$ cat config.mk
export PLATFORM = sky130hd
export DESIGN_NAME = seq_adder
export DESIGN_NICKNAME = d
export VERILOG_FILES = /design/src/rtl/seq_adder.sv
export SDC_FILE = /design/constraint.sdc
export NUM_CORES = 1
export LEC_CHECK = 0
export BUFFER_PORTS_ARGS = -buffer_cell sky130_fd_sc_hd__buf_2
export CAP_MARGIN = 20
export CORE_UTILIZATION = 40
export DETAILED_ROUTE_END_ITERATION = 7
export HOLD_SLACK_MARGIN = 0.1
export PLACE_DENSITY = 0.65
export SETUP_SLACK_MARGIN = 0.3
export SYNTH_ARGS = -nofsm -noshare
export SYNTH_HDL_FRONTEND = slang
export SYNTH_SLANG_ARGS = --single-unit
$ cat constraint.sdc
create_clock -name clk -period 6.2 [get_ports clk]
set_clock_uncertainty 0.2 [all_clocks]
set_input_delay 1.24 -clock clk [delete_from_list [all_inputs] [get_ports clk]]
set_output_delay 1.24 -clock clk [all_outputs]
set_load 0.02 [all_outputs]
$ cat src/rtl/seq_adder.sv
// seq_adder -- digit-serial adder.
//
// Adds two WIDTH-bit operands plus a carry-in, DIGIT bits per clock, so one
// addition takes N = WIDTH/DIGIT cycles in RUN followed by a single DONE
// cycle. WIDTH must be an integer multiple of DIGIT.
//
// Ports:
//   clk    in   single clock, all state changes on the rising edge
//   rst    in   synchronous active-high reset, wins over start
//   start  in   begin an addition (accepted in IDLE or DONE only)
//   a, b   in   WIDTH-bit operands, latched when start is accepted
//   cin    in   carry into bit 0, latched with the operands
//   busy   out  high during the N RUN cycles
//   done   out  one-cycle pulse while sum/cout hold a fresh result
//   sum    out  registered WIDTH-bit result, held between operations
//   cout   out  carry out of bit WIDTH-1, held like sum
//   ovf    out  two's-complement overflow, only when SEQ_ADDER_OVF_EN is
//               defined; absent otherwise
//
// Build option: define SEQ_ADDER_OVF_EN to add the ovf port and its logic.

module seq_adder #(
  parameter int WIDTH = 32,
  parameter int DIGIT = 8
) (
  input  logic             clk,
  input  logic             rst,
  input  logic             start,
  input  logic [WIDTH-1:0] a,
  input  logic [WIDTH-1:0] b,
  input  logic             cin,
  output logic             busy,
  output logic             done,
  output logic [WIDTH-1:0] sum,
  output logic             cout
`ifdef SEQ_ADDER_OVF_EN
  ,
  output logic             ovf
`endif
);

  localparam int N  = WIDTH / DIGIT;
  localparam int KW = (N > 1) ? $clog2(N) : 1;

  typedef enum logic [1:0] {
    IDLE = 2'd0,
    RUN  = 2'd1,
    DONE = 2'd2
  } state_t;

  state_t state, state_next;

  logic [WIDTH-1:0] a_reg;
  logic [WIDTH-1:0] b_reg;
  logic [WIDTH-1:0] res_reg;
  logic [WIDTH-1:0] res_full;
  logic             carry_reg;
  logic [KW-1:0]    k;

  logic [DIGIT-1:0] dig_a;
  logic [DIGIT-1:0] dig_b;
  logic [DIGIT-1:0] dig_s;
  logic             dig_cout;
  logic             dig_cmsb;
  logic             ripple_c;

  logic             last_digit;
  logic             accept;

  // A new operation may only be taken when no addition is in flight.
  assign accept     = start && ((state == IDLE) || (state == DONE));
  assign last_digit = (k == KW'(N - 1));

  // State register.
  always_ff @(posedge clk) begin
    if (rst) begin
      state <= IDLE;
    end else begin
      state <= state_next;
    end
  end

  // Next-state logic. DONE can chain straight into RUN so back-to-back
  // operations need no IDLE cycle.
  always_comb begin
    state_next = state;
    case (state)
      IDLE:    state_next = start ? RUN : IDLE;
      RUN:     state_next = last_digit ? DONE : RUN;
      DONE:    state_next = start ? RUN : IDLE;
      default: state_next = IDLE;
    endcase
  end

  // Output logic.
  always_comb begin
    busy = 1'b0;
    done = 1'b0;
    case (state)
      RUN:     busy = 1'b1;
      DONE:    done = 1'b1;
      default: begin
        busy = 1'b0;
        done = 1'b0;
      end
    endcase
  end

  // Select digit k of the latched operands.
  always_comb begin
    dig_a = a_reg[k*DIGIT +: DIGIT];
    dig_b = b_reg[k*DIGIT +: DIGIT];
  end

  // DIGIT-bit ripple of full-adder cells. dig_cmsb is the carry into the
  // top cell; on the last digit it is the carry into bit WIDTH-1, which the
  // overflow flag needs.
  always_comb begin
    ripple_c = carry_reg;
    dig_cmsb = carry_reg;
    dig_s    = '0;
    for (int i = 0; i < DIGIT; i++) begin
      if (i == DIGIT - 1) begin
        dig_cmsb = ripple_c;
      end
      dig_s[i] = dig_a[i] ^ dig_b[i] ^ ripple_c;
      ripple_c = (dig_a[i] & dig_b[i]) | (dig_a[i] & ripple_c) |
                 (dig_b[i] & ripple_c);
    end
    dig_cout = ripple_c;
  end

  // Partial result with the current digit merged in; on the last digit this
  // is the complete sum, so it can be published in the same edge.
  always_comb begin
    res_full = res_reg;
    res_full[k*DIGIT +: DIGIT] = dig_s;
  end

  // Operand latch, digit sequencing and internal carry.
  always_ff @(posedge clk) begin
    if (rst) begin
      a_reg     <= '0;
      b_reg     <= '0;
      res_reg   <= '0;
      carry_reg <= 1'b0;
      k         <= '0;
    end else if (accept) begin
      a_reg     <= a;
      b_reg     <= b;
      res_reg   <= '0;
      carry_reg <= cin;
      k         <= '0;
    end else if (state == RUN) begin
      res_reg   <= res_full;
      carry_reg <= dig_cout;
      k         <= last_digit ? '0 : k + KW'(1);
    end
  end

  // Visible result registers: written only on the edge that enters DONE,
  // so they hold through subsequent IDLE and RUN cycles.
  always_ff @(posedge clk) begin
    if (rst) begin
      sum  <= '0;
      cout <= 1'b0;
    end else if ((state == RUN) && last_digit) begin
      sum  <= res_full;
      cout <= dig_cout;
    end
  end

`ifdef SEQ_ADDER_OVF_EN
  // Overflow = carry into the sign bit XOR carry out of it.
  always_ff @(posedge clk) begin
    if (rst) begin
      ovf <= 1'b0;
    end else if ((state == RUN) && last_digit) begin
      ovf <= dig_cmsb ^ dig_cout;
    end
  end
`else
  // Without the overflow output the top-cell carry has no consumer.
  logic unused_cmsb;
  assign unused_cmsb = dig_cmsb;
`endif

endmodule

## Word-level counts from Yosys, hierarchy flattened

Index checks and enable logic that the tools add are counted.
W data, S select, Z words.

| operators by class | value |
|---|---|
| $add $sub $neg | 2 |
| equal/unequal tests | 3 |
| shift-type cells | 4 |
| mux-type cells | 9 |
| bitwise gates (word level) | 56 |
| reduce and logical (&&, ||, !) cells | 7 |

Operators by type and width:

| kind | number |
|---|---|
| $shiftx A32 B6 Y8 | 2 |
| $neg A5 Y34 | 1 |
| $shift A8 B34 Y32 const A | 1 |
| $shiftx A8 B34 Y32 | 1 |
| $bwmux W32 | 1 |
| $and A1 B1 Y1 | 24 |
| $or A1 B1 Y1 | 16 |
| $xor A1 B1 Y1 | 16 |
| $mux W1 | 5 |
| $eq A2 B2 Y1 const B | 2 |
| $mux W2 | 2 |
| $pmux W2 S2 | 1 |
| $reduce_or A2 Y1 | 2 |
| $add A2 B1 Y2 const B | 1 |
| $eq A2 B1 Y1 const B | 1 |
| $logic_and A1 B1 Y1 | 2 |
| $logic_not A2 Y1 | 1 |
| $reduce_bool A2 Y1 | 1 |
| $logic_or A1 B1 Y1 | 1 |

| word-level totals | value |
|---|---|
| flip-flop bits (word level) | 134 |
| output and inout bits | 35 |
| word-level logic and storage cells | 89 |

## Depth between registers and ports, before layout

Gate-level depths: netlist (run 1).

| depth | value |
|---|---|
| depth after elaboration | 27 |
| mapped depth | 16 |

## Worst setup path after synthesis (run 1)

OpenSTA, ideal clock, no wires.

| timing | value |
|---|---|
| path type | register to register |
| from | register k[1] |
| to | register sum[31] |
| setup time | 0.132 ns |
| arrival | 4.428 ns |
| data required time | 5.868 ns |
| path slack | 1.440 ns |
| stages on the path, launching flop included | 17 |
| clock period less this slack | 4.760 ns |
| cells stage by stage | dfxtp_1 buf_2 buf_2 mux4_2 fa_1 inv_1 fa_1 fa_1 fa_1 fa_1 fa_1 fa_1 inv_1 fa_1 nor2b_1 a221oi_1 nor3_1 |

| on the way | value |
|---|---|
| longest elaborated chain between the ends | 25 |

RTL lines:

| item | RTL line | source |
|---|---|---|
| start: declaration | 58 | `logic [KW-1:0] k;` |
| start signal: assignment | 157 | `k <= last_digit ? '0 : k + KW'(1);` |
| $shiftx A32 B6 Y8 (on tied branches) | 111, 112 |  |
| $and A1 B1 Y1 | 127 | `ripple_c = (dig_a[i] & dig_b[i]) \| (dig_a[i] & ripple_c) \|` |
| $or A1 B1 Y1 (2 in series) | 127 |  |
| $and A1 B1 Y1 | 127 |  |
| $or A1 B1 Y1 (2 in series) | 127 |  |
| $and A1 B1 Y1 | 127 |  |
| $or A1 B1 Y1 (2 in series) | 127 |  |
| $and A1 B1 Y1 | 127 |  |
| (+3 left out) | - |  |
| $or A1 B1 Y1 (2 in series) | 127 |  |
| $and A1 B1 Y1 | 127 |  |
| $or A1 B1 Y1 (2 in series) | 127 |  |
| $and A1 B1 Y1 | 127 |  |
| $or A1 B1 Y1 (2 in series) | 127 |  |
| $xor A1 B1 Y1 | 126 | `dig_s[i] = dig_a[i] ^ dig_b[i] ^ ripple_c;` |
| $shiftx A8 B34 Y32 | 137 | `res_full[k*DIGIT +: DIGIT] = dig_s;` |
| $bwmux W32 | 137 |  |
| end signal: assignment | 168 | `sum <= res_full;` |
| end: declaration | 34 | `output logic [WIDTH-1:0] sum,` |

Parallel ways exist; a longest one is shown, timed or not.
A chain may end at the register's enable or synchronous reset.

## Worst setup path after layout (run 1)

| timing | value |
|---|---|
| from | register k[0] |
| to | register sum[31] |

Same word-level chain as after synthesis.

==> impl_metrics.py, run 1 <==
metrics = {
    "grt": {
        "first_global_vias": 4588,
        "antenna_found_initial": 0,
        "grt_usage_pct": 20.22,
        "grt-ovfl-total": 0,
        "grt_max_degree": 68,
        "grt_pass1_wl_um": 23560,
    },
    "critical_path": {
        "critPathLaunchType": "flip-flop",
        "required_ns": 6.27,
        "critPathMaxFanout": 11,
        "crit_type": "flip-flop to flip-flop",
        "critPathCaptureType": "flip-flop",
        "critPathArrivalTime_ns": 5.27,
    },
    "logic_synthesis": {
        "synth_ff_type": "dfxtp_1",
        "synth_area_leaders": "dfxtp_1 (45%), nand2_1 (10%), a21oi_1 (8.3%)",
        "synth_seq_cells": 134,
        "synth.avg_cell_area_um2": 8.712,
        "yosys.area.top_type_share_pct": 45.48,
        "syn_inst": 677,
        "yosysTopAreaCell": "dfxtp_1",
        "syn-num-nets": 759,
        "syn_area_um2": 5898,
        "synth_edf_count": 0,
        "synth_cell_types": 33,
        "async_flop_share_pct": 0,
        "ys_warn_count": 0,
        "ys_top_cells_by_count": "nand2_1 (163), dfxtp_1 (134), a21oi_1 (98)",
        "yosysMostFrequentCell": "nand2_1",
        "synth.yosys.seq_area_share_pct": 45.48,
    },
    "cells_and_area": {
        "drive_above_1_share_pct": 21.42,
        "layout.nets": 831,
        "area_growth_syn_to_layout_pct": 18.37,
        "final_cell_area_um2": 6982,
        "fillCellCount": 1420,
        "diodes": 0,
    },
    "timing": {
        "hold_viol": 0,
        "rsz0062_at_grt": "no",
        "hold_ws_ns": 0.2520,
        "tns_ns": 0,
        "final.period_utilization_pct": 83.72,
        "setup_viol": 0,
        "slew_headroom_pct": 39.24,
        "tightest_slew_ns": 0.9114,
        "layout_setup_ws_ns": 1.009,
        "fmax_mhz": 192.7,
        "layout_min_cycle_time_ns": 5.191,
        "drv_slew": 0,
    },
    "placement": {
        "place_area_um2": 6345,
        "hpwl_um": 9661,
        "routabilityCongestion": 0.7985,
        "port_buffers": 102,
        "dp_worst_setup_slack_ns": 1.021,
    },
    "flow_run": {
        "cap_violations": 0,
    },
    "power_and_ir_drop": {
        "netSwitchingFraction_pct": 23.54,
        "seq_power_share_pct": 41.6,
        "p_sw_uw": 514.5,
        "internal_power_mw": 1.671,
        "comb_power_share_pct": 8.4,
        "vdd_drop_max_mv": 0.2172,
        "clockPowerShare_pct": 49.9,
        "p_per_area_nw_per_um2": 313.0,
        "p_leak_nw": 2.810,
    },
    "floorplan": {
        "die_area_um2": 15240,
        "initial_core_util_pct": 40.74,
        "coreArea_um2": 14480,
        "io-pin-count": 103,
        "dieWidth_um": 123.4,
        "num_rows": 44,
        "fp.dieH_um": 123.4,
    },
    "clock_network": {
        "cts_hold_buf": 0,
        "post_cts_buffers": 0,
        "ctsResizeCount": 0,
        "clk_path_buf_depth": 2,
        "cts.clk_slew.worst_paths_ns": 0.06,
        "h-tree-depth": 4,
        "numCtsBuffers": 17,
        "clock-sinks": 134,
        "cts_tree": "done",
        "clk_latency_ns": 0.42,
        "cts_root_buf": "clkbuf_16",
    },
    "worst_hold_path": {
        "hold_class": "flip-flop to flip-flop",
    },
    "routing": {
        "met1_length_um": 6738,
        "wire_per_inst_um": 15.26,
        "vias": 4924,
        "wl_um": 14420,
        "met3_length_um": 637,
        "dr_wl_met2_um": 6865,
        "drc_errors": 0,
        "drt_iter0_markers": 283,
        "drt_pass1_iterations": 7,
        "vias_per_cell": 5.211,
        "routed.top_layer": "met4",
        "ant_nets": 0,
    },
    "run_status": {
        "outcome": "completed",
    },
}
## critical path: stages (launching register included)
cell and delay, ns:
dfxtp_1 0.75, mux4_1 0.40, fa_1 0.17, inv_1 0.05
fa_1 0.39, fa_1 0.39, fa_1 0.39, fa_1 0.39
fa_1 0.41, fa_1 0.37, inv_1 0.08, fa_1 0.45
nor2b_1 0.23, a221oi_1 0.31, nor3_1 0.08
## final timing paths
kind / start / endpoint / slack (ns) / cells past startpoint
setup / recovery: k[0] / sum[31] / 1.01 / 14
hold / removal: a_reg[27] / a_reg[27] / 0.25 / 2
setup reg to reg: k[0] / sum[31] / 1.01 / 14
hold reg to reg: a_reg[27] / a_reg[27] / 0.25 / 2
## placed cells by master, fill, tap and decap left out, types with 6 or more instances in the layout
cell       count
mux4_2        15
a221oi_1      28
inv_1         27
buf_4          7
clkbuf_16     17
dfxtp_1      134
nand3_1       32
a21oi_1       98
nand2_1      163
and3b_1        7
ha_1           6
nor3_1        32
nor2_1        42
buf_2        102
fa_1           8
## per-stage QoR
stage | util (%) | total power [mW] | cells
2_1_floorplan | - | 1.060 | 677
3_3_place_gp | 43.82 | 1.111 | 914
3_5_place_dp | 43.82 | 1.112 | 914
4_1_cts | 48.22 | 2.199 | 945
5_1_grt | 48.22 | 2.261 | 945
6_report | 48.22 | 2.185 | 945
## power by group through the flow
stage / Clock [mW] / Combinational (mW) / Sequential [mW]
3_3_place_gp: 0 / 0.183 / 0.928
6_report: 1.09 / 0.184 / 0.910
4_1_cts: 1.10 / 0.185 / 0.910
2_1_floorplan: 0 / 0.141 / 0.919
3_5_place_dp: 0 / 0.184 / 0.928
5_1_grt: 1.14 / 0.205 / 0.914
## final cells by class
class	count	area, µm²	share of cell area, %
multi-input combinational	460	2768	39.64
sequential	134	2683	38.42
timing repair buffer	109	563.0	8.065
clock buffer	19	432.9	6.201
tap	184	230.2	3.297
clock inverter	12	203.9	2.921
inverter	27	101.3	1.452
## cell families after synthesis
kind of cell | Yosys count | share of synthesized area (%)
compound gates | 132 | 13.75
fa+ha+maj | 14 | 3.988
buf+inv | 83 | 7.764
flops | 134 | 45.48
mux | 18 | 6.513
simple gates | 296 | 22.51
## routing by layer
| layer | vias up | GRT usage (%) |
|---|---|---|
| met5 | - | 0 |
| met4 | 0 | 6.551 |
| met2 | 145 | 32.54 |
| li1 | 2456 | - |
| met1 | 2306 | 26.96 |
| met3 | 17 | 4.290 |
Note: power is estimated with default switching activity, not from simulation.
==> inputs of run 2 (changes only) <==
==> constraint.sdc (replaced) <==
create_clock -name clk -period 5.07 [get_ports clk]
set_clock_uncertainty 0.2 [all_clocks]
set_input_delay 1.014 -clock clk [delete_from_list [all_inputs] [get_ports clk]]
set_output_delay 1.014 -clock clk [all_outputs]
set_load 0.02 [all_outputs]
==> run 2 against run 1 <==
  * Cell count increased by 0.11%
  * Via count about the same
  * Sequential cell count did not move
  * Maximum frequency grew 13%
  * Combinational power is 26% higher
  * Routed wire length grew 0.24%
  * Worst hold slack worse by 0.0020 ns
  * Setup slack got worse by 0.53 ns
  * Largest cell class unchanged
  * Die area unchanged
  * Non-clock buffer count rose by 3
  * Clock power up 9%
  * Critical path depth unchanged
==> impl_metrics.py, run 2 (synthesized netlist as in run 1, its figures left out) <==
metrics = {
    "worst_hold_path": {
        "hp-start": "b_reg[25]",
        "hold_path_depth": 2,
        "hold-path-endpoint": "b_reg[25]",
        "hold_class": "flip-flop to flip-flop",
    },
    "timing": {
        "tightest_slew_ns": 0.7645,
        "setup_viol": 0,
        "hold_ws_ns": 0.2500,
        "final.period_utilization_pct": 90.56,
        "fmax_mhz": 217.8,
        "drv_slew": 0,
        "tns_ns": 0,
        "rsz0062_at_grt": "no",
        "layout_min_cycle_time_ns": 4.591,
        "slew_headroom_pct": 49.04,
        "hold_viol": 0,
    },
    "critical_path": {
        "critPathMaxFanout": 6,
        "regToRegSetupSlack_ns": 0.48,
        "slowest_delay_ns": 0.47,
        "crit_family": "adder cells",
        "critPathCaptureType": "flip-flop",
        "required_ns": 5.15,
        "crit_path_cell_trace": "mux4_2 > fa_1 > inv_1 > fa_1 > fa_2 > fa_1 > fa_2 > fa_2 > fa_1 > inv_1 > fa_2 > nor2b_4 > a221oi_1 > nor3_1",
        "timing.rr.end": "sum[23]",
        "r2r_cells": 14,
        "crit_type": "flip-flop to flip-flop",
        "slowest_stage": "fa_2",
        "critPathArrivalTime_ns": 4.67,
        "path_buf_inv": 2,
        "r2r-start": "k[0]",
        "critPathLaunchType": "flip-flop",
    },
    "placement": {
        "port_buffers": 102,
        "routabilityCongestion": 0.8117,
        "hpwl_um": 9706,
    },
    "grt": {
        "grt_usage_pct": 20.35,
        "first_global_vias": 4495,
        "grt-ovfl-total": 0,
        "grt_pass1_wl_um": 23380,
        "grt_max_degree": 65,
        "antenna_found_initial": 0,
    },
    "clock_network": {
        "cts_tree": "done",
        "clk_path_buf_depth": 2,
        "cts_hold_buf": 0,
        "numCtsBuffers": 17,
        "cts_root_buf": "clkbuf_16",
        "h-tree-depth": 4,
        "clock-sinks": 134,
        "ctsResizeCount": 4,
        "post_cts_buffers": 0,
        "cts.clk_slew.worst_paths_ns": 0.05,
        "clk_latency_ns": 0.42,
    },
    "routing": {
        "vias": 4923,
        "ant_nets": 0,
        "wl_um": 14450,
        "drt_pass1_iterations": 5,
        "vias_per_cell": 5.204,
        "drt_iter0_markers": 350,
        "drc_errors": 0,
        "wire_per_inst_um": 15.28,
    },
    "power_and_ir_drop": {
        "comb_power_share_pct": 9.1,
        "internal_power_mw": 1.942,
        "p_sw_uw": 591.7,
        "p_per_area_nw_per_um2": 363.8,
        "seq_power_share_pct": 43.8,
        "vdd_drop_max_mv": 0.2300,
        "netSwitchingFraction_pct": 23.35,
        "clockPowerShare_pct": 47.0,
        "p_leak_nw": 2.813,
    },
    "floorplan": {
        "coreArea_um2": 14480,
        "dieWidth_um": 123.4,
        "fp.dieH_um": 123.4,
        "io-pin-count": 103,
        "num_rows": 44,
        "die_area_um2": 15240,
        "initial_core_util_pct": 40.74,
    },
    "flow_run": {
        "cap_violations": 0,
    },
    "cells_and_area": {
        "final_cell_mix": "nand2_1 (163), dfxtp_1 (132), buf_2 (102)",
        "final_util_pct": 48.10,
        "drive_above_1_share_pct": 22.57,
        "area_growth_syn_to_layout_pct": 18.07,
        "layout.nets": 834,
        "final_common_cell": "nand2_1",
        "diodes": 0,
    },
    "run_status": {
        "outcome": "completed",
    },
}
[run 2: cell types whose count changed in the layout (fill, tap and decap cells not counted), sizes merged]
cell,previous run,this run
clkinvlp,3,0
clkinv,4,2
bufinv,5,2
buf,109,112
clkbuf,19,25
[run 2: final cells by class]
| cell class | instances | area, µm² |
|---|---|---|
| Clock buffer | 25 | 495.5 |
| Clock inverter | 4 | 70.07 |
| Fill cell | 1469 | 7515 |
| Inverter | 27 | 101.3 |
| Multi-Input combinational cell | 460 | 2794 |
| Sequential cell | 134 | 2688 |
| Tap cell | 184 | 230.2 |
| Timing Repair Buffer | 112 | 585.6 |
[run 2: metal layers]
| layer | track usage, % | routed length [µm] | vias to the layer above |
|---|---|---|---|
| met2 | 31.67 | 6833 | 139 |
| met5 | 0 | 0 | - |
| met4 | 7.907 | 228 | 0 |
| met3 | 4.428 | 614 | 20 |
| met1 | 27.44 | 6775 | 2306 |
| li1 | - | - | 2458 |
[run 2: stage by stage]
step | setup WS (ns) | std cells | instance area (µm²) | power, mW
final | 0.4788 | 946 | 6964 | 2.534
after global routing | 0.3370 | 946 | 6964 | 2.627
after CTS | 0.3203 | 946 | 6943 | 2.552
after detailed placement | 0.1711 | 917 | 6367 | 1.362
after global placement | 0.2710 | 917 | 6367 | 1.358
after floorplan | 0.3097 | 677 | 5898 | 1.296
[run 2: tightest hold or removal path: cells and delay by family (launching register included)]
family / cells / cell delay (ns)
compound gates: 1 / 0.05
simple gates: 1 / 0.05
flops: 1 / 0.30
[run 2: how the worst max path moves through the flow]
stage | cells after the start | start | end
CTS | 14 | k[0] | sum[31]
floorplan | 16 | k[1] | sum[31]
detailed placement | 14 | k[0] | sum[31]
global placement | 14 | k[0] | sum[31]
global route | 14 | k[0] | sum[31]
finish | 14 | k[0] | sum[23]
[run 2: power by group through the flow]
stage	Sequential [mW]	Clock (mW)	Combinational (mW)
4_1_cts	1.11	1.21	0.231
2_1_floorplan	1.12	0	0.172
6_report	1.11	1.19	0.231
3_5_place_dp	1.13	0	0.229
5_1_grt	1.12	1.25	0.259
3_3_place_gp	1.13	0	0.227
